## src/rtl/quadrature_oscillator_seq.sv

```systemverilog
// Sequential quadrature oscillator: one shared signed multiplier steps through eight
// products per iteration to rotate (accu_re, accu_im) and optionally correct its power.
module quadrature_oscillator_seq #(
    parameter int WIDTH   = 16,
    parameter int CORR_EN = 1
) (
    input  logic                    clk,
    input  logic                    rst,
    input  logic                    load,
    input  logic                    step,
    input  logic                    run,
    input  logic signed [WIDTH-1:0] re_coeff,
    input  logic signed [WIDTH-1:0] im_coeff,
    input  logic signed [WIDTH-1:0] power,
    input  logic signed [WIDTH-1:0] accu_re_init,
    input  logic signed [WIDTH-1:0] accu_im_init,
    output logic signed [WIDTH-1:0] accu_re,
    output logic signed [WIDTH-1:0] accu_im,
    output logic                    out_valid,
    output logic                    busy,
    output logic                    sat_flag
);
    localparam int FRAC = WIDTH - 1;
    localparam int ACC  = 2 * WIDTH + 4;

    typedef enum logic [1:0] {S_IDLE = 2'd0, S_MUL = 2'd1, S_UPD = 2'd2} state_t;

    state_t                  state_r, state_s;
    logic [2:0]              cnt_r;
    logic signed [WIDTH-1:0] c_re_r, c_im_r, pow_r;
    logic signed [ACC-1:0]   temp_re_r, temp_im_r, pw_r, sum_re_r, sum_im_r;
    logic signed [ACC-1:0]   tr_s, ti_s, t0_s, mul_a_s, mul_b_s, prod_s, pow_sh_s;
    logic signed [WIDTH-1:0] new_re_s, new_im_s;
    logic                    clip_re_s, clip_im_s;

    function automatic logic signed [ACC-1:0] sext(input logic signed [WIDTH-1:0] v);
        return {{(ACC-WIDTH){v[WIDTH-1]}}, v};
    endfunction

    // Symmetric clamp to +/-(2^(WIDTH-1)-1); MSB of the result flags a clamp.
    function automatic logic [WIDTH:0] saturate(input logic signed [ACC-1:0] v);
        logic signed [ACC-1:0] hi;
        logic signed [ACC-1:0] lo;
        hi = {{(ACC-WIDTH+1){1'b0}}, {(WIDTH-1){1'b1}}};
        lo = -hi;
        if (v > hi) begin
            return {1'b1, hi[WIDTH-1:0]};
        end else if (v < lo) begin
            return {1'b1, lo[WIDTH-1:0]};
        end else begin
            return {1'b0, v[WIDTH-1:0]};
        end
    endfunction

    // Derived terms, shared-multiplier operand select and saturated update values.
    always_comb begin
        tr_s     = temp_re_r >>> FRAC;
        ti_s     = temp_im_r >>> FRAC;
        pow_sh_s = sext(pow_r) <<< WIDTH;
        if (CORR_EN != 0) begin
            t0_s = pw_r >>> WIDTH;
        end else begin
            t0_s = {ACC{1'b0}};
        end
        mul_a_s = {ACC{1'b0}};
        mul_b_s = {ACC{1'b0}};
        case (cnt_r)
            3'd0:    begin mul_a_s = sext(accu_re); mul_b_s = sext(c_re_r); end
            3'd1:    begin mul_a_s = sext(accu_im); mul_b_s = sext(c_im_r); end
            3'd2:    begin mul_a_s = sext(accu_re); mul_b_s = sext(c_im_r); end
            3'd3:    begin mul_a_s = sext(accu_im); mul_b_s = sext(c_re_r); end
            3'd4:    begin mul_a_s = tr_s;          mul_b_s = tr_s;         end
            3'd5:    begin mul_a_s = ti_s;          mul_b_s = ti_s;         end
            3'd6:    begin mul_a_s = tr_s;          mul_b_s = t0_s;         end
            3'd7:    begin mul_a_s = ti_s;          mul_b_s = t0_s;         end
            default: begin mul_a_s = {ACC{1'b0}};   mul_b_s = {ACC{1'b0}};  end
        endcase
        prod_s = mul_a_s * mul_b_s;
        {clip_re_s, new_re_s} = saturate(sum_re_r >>> FRAC);
        {clip_im_s, new_im_s} = saturate(sum_im_r >>> FRAC);
    end

    // Next-state logic; load is resolved in the register process with higher priority.
    always_comb begin
        state_s = state_r;
        case (state_r)
            S_IDLE: begin
                if (step || run) begin
                    state_s = S_MUL;
                end else begin
                    state_s = S_IDLE;
                end
            end
            S_MUL: begin
                if (cnt_r == 3'd7) begin
                    state_s = S_UPD;
                end else begin
                    state_s = S_MUL;
                end
            end
            S_UPD:   state_s = S_IDLE;
            default: state_s = S_IDLE;
        endcase
    end

    // State, datapath accumulators and registered outputs.
    always_ff @(posedge clk) begin
        if (rst) begin
            state_r   <= S_IDLE;
            cnt_r     <= 3'd0;
            c_re_r    <= {WIDTH{1'b0}};
            c_im_r    <= {WIDTH{1'b0}};
            pow_r     <= {WIDTH{1'b0}};
            temp_re_r <= {ACC{1'b0}};
            temp_im_r <= {ACC{1'b0}};
            pw_r      <= {ACC{1'b0}};
            sum_re_r  <= {ACC{1'b0}};
            sum_im_r  <= {ACC{1'b0}};
            accu_re   <= {WIDTH{1'b0}};
            accu_im   <= {WIDTH{1'b0}};
            out_valid <= 1'b0;
            busy      <= 1'b0;
            sat_flag  <= 1'b0;
        end else if (load) begin
            state_r   <= S_IDLE;
            cnt_r     <= 3'd0;
            accu_re   <= accu_re_init;
            accu_im   <= accu_im_init;
            out_valid <= 1'b0;
            busy      <= 1'b0;
            sat_flag  <= 1'b0;
        end else begin
            state_r   <= state_s;
            out_valid <= 1'b0;
            case (state_r)
                S_IDLE: begin
                    if (step || run) begin
                        c_re_r <= re_coeff;
                        c_im_r <= im_coeff;
                        pow_r  <= power;
                        busy   <= 1'b1;
                        cnt_r  <= 3'd0;
                    end
                end
                S_MUL: begin
                    cnt_r <= cnt_r + 3'd1;
                    case (cnt_r)
                        3'd0:    temp_re_r <= prod_s;
                        3'd1:    temp_re_r <= temp_re_r - prod_s;
                        3'd2:    temp_im_r <= prod_s;
                        3'd3:    temp_im_r <= temp_im_r + prod_s;
                        3'd4:    pw_r      <= pow_sh_s - prod_s;
                        3'd5:    pw_r      <= pw_r - prod_s;
                        3'd6:    sum_re_r  <= temp_re_r + prod_s;
                        3'd7:    sum_im_r  <= temp_im_r + prod_s;
                        default: pw_r      <= pw_r;
                    endcase
                end
                S_UPD: begin
                    accu_re   <= new_re_s;
                    accu_im   <= new_im_s;
                    out_valid <= 1'b1;
                    busy      <= 1'b0;
                    cnt_r     <= 3'd0;
                    sat_flag  <= sat_flag | clip_re_s | clip_im_s;
                end
                default: state_r <= S_IDLE;
            endcase
        end
    end
endmodule

```

## config.mk

```make
export PLATFORM = sky130hd
export DESIGN_NAME = quadrature_oscillator_seq
export DESIGN_NICKNAME = d
export VERILOG_FILES = /design/src/rtl/quadrature_oscillator_seq.sv
export SDC_FILE = /design/constraint.sdc
export NUM_CORES = 2
export LEC_CHECK = 0
export CAP_MARGIN = 20
export CORE_MARGIN = 2
export CORE_UTILIZATION = 40
export CTS_CLUSTER_SIZE = 40
export DETAILED_ROUTE_END_ITERATION = 12
export PLACE_DENSITY = 0.62
export RECOVER_POWER = 100
export SLEW_MARGIN = 20
export SYNTH_ARGS = -nofsm -noshare
export SYNTH_HDL_FRONTEND = slang
export SYNTH_SLANG_ARGS = --single-unit
export TNS_END_PERCENT = 1
```

## constraint.sdc

```tcl
create_clock -name clk -period 13.91 [get_ports clk]
set_input_delay 2.782 -clock clk [delete_from_list [all_inputs] [get_ports clk]]
set_output_delay 2.782 -clock clk [all_outputs]
set_load 0.02 [all_outputs]
```

==> impl_metrics.ini <==
[drt]
drtIter0Drc = 3163
ant_nets = 0
drt-total-wl_um = 126000
drcViolationCount = 0
vias_per_cell = 5.58
firstDrtPassIters = 9
routedWlPerCell_um = 22.6
vias = 31100

[cells_and_area]
drive_gt1_share_pct = 4.33
nets = 5244
postLayoutCellArea_um2 = 38400
syn_to_final_growth_pct = 10.3
fin_util_pct = 44.4
instances_no_fill = 5568

[yosys]
yosysTopAreaCellShare_pct = 27.1
synth_cell_types = 83
yosys.area.top_type = fa_1
syn_area_per_cell_um2 = 7.96
synthFlopType = dfxtp_1
synth_cells = 4367
synth_area_um2 = 34800
async_reset_ff_share_pct = 0
synth_most_common_cell = inv_1
synth_edf_count = 0
synthTopCellsByCount = 694 x inv_1, 602 x nand2_1, 471 x fa_1, 469 x nor2_1, 344 x a21oi_1
syn-num-nets = 5224
synth.area.top_cells = fa_1 27%, dfxtp_1 14%, ha_1 11%
yosysSeqAreaShare_pct = 13.7
synth_seq_cells = 238
yosysWarnings = 0

[grt]
grt_pass1_vias = 30600
track_usage_pct = 28.3
grt_max_degree = 175
grt_antenna_before_repair = 5
grt_pass1_wl_um = 192000
overflow = 0

[critical_path]
cp.arrival_ps = 13810
path_max_fanout = 31
cpPeakStageDelay_ps = 1200
rr_endpoint = pw_r[35]
ff2ff_path_depth = 43
required_ps = 14350
crit_top_cell = inv_1
r2r-start = cnt_r[2]
end_kind = flip-flop
r2r_setup_slack_ps = 540
worst_setup_path_start_kind = flip-flop
worstSetupPathType = reg2reg
slowest_stage = o21ai_0

[sta]
skew_ps = 33.3
drv_slew = 116
finalCritPeriodShare_pct = 96.1
worst_pin_slew_ps = 3050
clock.fmax_mhz = 74.8
worst_slack_ps = 540
finalHoldViolCount = 0
maxSlewHeadroom_pct = -104
rsz0062_at_grt = no
finalSetupViolCount = 0
tns_ps = 0
period_needed_ps = 13370

[placement]
place_ws_ps = 1260
dp_hpwl_um = 102000
globalplace.congestion = 0.993
dpl-instance-area_um2 = 37200
placedCellCount = 5505
port_buffers = 119

[die]
die_area_um2 = 89300
start_util_pct = 40.2
die_h_um = 299
chipWidth_um = 299
std_cell_rows = 108
coreArea_um2 = 86500
io-pin-count = 120

[flow_run]
maxCapViolCount = 3

[cts]
cts.clk_slew.worst_paths_ps = 60
cts_buffers = 34
clk_path_buf_depth = 3
cts_tree = built
ctsHoldBuffers = 0
htreeDepth = 2
cts-resized-gates = 0
ctsRootBufferMaster = clkbuf_16
post_cts_buffers = 0
cts.sinks = 238
clock_latency_ps = 590

[outcome]
status = finished with violations
violations = capacitance limit, slew limit

[min_path]
worstHoldEndpoint = pw_r[15]
hp-start = pw_r[15]
hold_class = reg2reg
hold_depth = 2

[pwr]
p_leak_nw = 17.7
vdd_drop_max_v = 0.000144
p_per_area_nw_per_um2 = 156
==> sequential cells by signal, summed over array words and instances (netlist names) <==
name	flops
state_r	2
temp_re_r	36
busy	1
sum_im_r	21
temp_im_r	36
accu_im	16
pow_r	16
sat_flag	1
c_re_r	16
cnt_r	3
pw_r	36
accu_re	16
out_valid	1
c_im_r	16
sum_re_r	21
==> cells in the final DEF, fill, tap and decap left out, types with 17 or more instances in the layout <==
master and count:
inv_1 694, nand2_1 602, fa_1 471, nor2_1 469, a21oi_1 341, ha_1 300, dfxtp_1 238, xnor2_1 128
o21ai_0 95, clkdlybuf4s50_1 81, nor3_1 80, buf_4 79, a211oi_1 74, a21o_1 61, nand3_1 40, xor2_1 39
dlygate4sd3_1 36, clkbuf_16 35, nand2b_1 32, o21a_1 29, and3_1 26, o21bai_1 24, o211ai_1 23, a221oi_1 22
a22o_1 21, nor4_1 19, a22oi_1 18, a31oi_1 18, nor2b_1 17, mux2i_1 17
==> cells by family (layout without fill, tap and decap cells) <==
kind of cell               after synthesis  after routing  share of synthesized area (%)
xor gates and xnor gates               174            174                           4.59
and+or+nand+nor                       1374           1374                           16.8
AOI/OAI and AO/OA                      874            874                           16.4
adders and majority gates              773            773                           38.0
DFF                                    238            238                           13.7
buffers and inverters                  915            958                           10.0
muxes                                   19             19                          0.554
other                                    0              3                              0
==> critical path: cells and delay by family (launching register included) <==
kind / cells / cell delay, ps
mux: 1 / 200
fa+ha+maj: 11 / 4780
xor+xnor: 2 / 630
compound gates: 11 / 4000
simple gates: 8 / 1790
flops: 1 / 580
buf+inv: 10 / 1200
==> worst max path at each step <==
stage / start / endpoint / slack [ps] / depth (start not counted)
2_1_floorplan: cnt_r[1] / temp_re_r[35] / 2950 / 41
3_3_place_gp: cnt_r[1] / temp_im_r[34] / 1430 / 42
3_5_place_dp: cnt_r[1] / temp_im_r[34] / 1260 / 42
4_1_cts: cnt_r[1] / temp_im_r[34] / 1180 / 42
5_1_grt: cnt_r[2] / pw_r[35] / 170 / 43
6_report: cnt_r[2] / pw_r[35] / 540 / 43
==> per-layer routing <==
layer | vias to the layer above | part of all wire [%] | track usage (%)
met5 | - | 0.021 | 0
met2 | 1541 | 43 | 43.0
li1 | 14200 | - | -
met3 | 258 | 11 | 6.44
met1 | 15100 | 42 | 39.2
met4 | 4 | 4.2 | 10.5
==> metrics by stage <==
stage | total power [mW] | hold slack [ps]
after floorplan | 3.69 | 428
after global placement | 4.95 | 434
after detailed placement | 4.94 | 441
after CTS | 5.92 | 448
after global routing | 6.41 | 459
final | 6.00 | 446
==> report_power, final <==
part	internal, mW	switching (mW)	total, mW
Sequential	0.707	0.0496	0.757
Clock	0.560	0.382	0.942
Combinational	1.55	2.75	4.30
==> area by class of cell <==
| cell class | count | area (um^2) |
|---|---|---|
| Multi-Input combinational cell | 3214 | 26600 |
| Timing Repair Buffer | 205 | 1820 |
| Clock inverter | 16 | 215 |
| Antenna cell | 3 | 7.51 |
| Inverter | 694 | 2610 |
| Fill cell | 8682 | 48100 |
| Tap cell | 1155 | 1450 |
| Clock buffer | 43 | 946 |
| Sequential cell | 238 | 4760 |
Power figures use the tool's default switching activity.
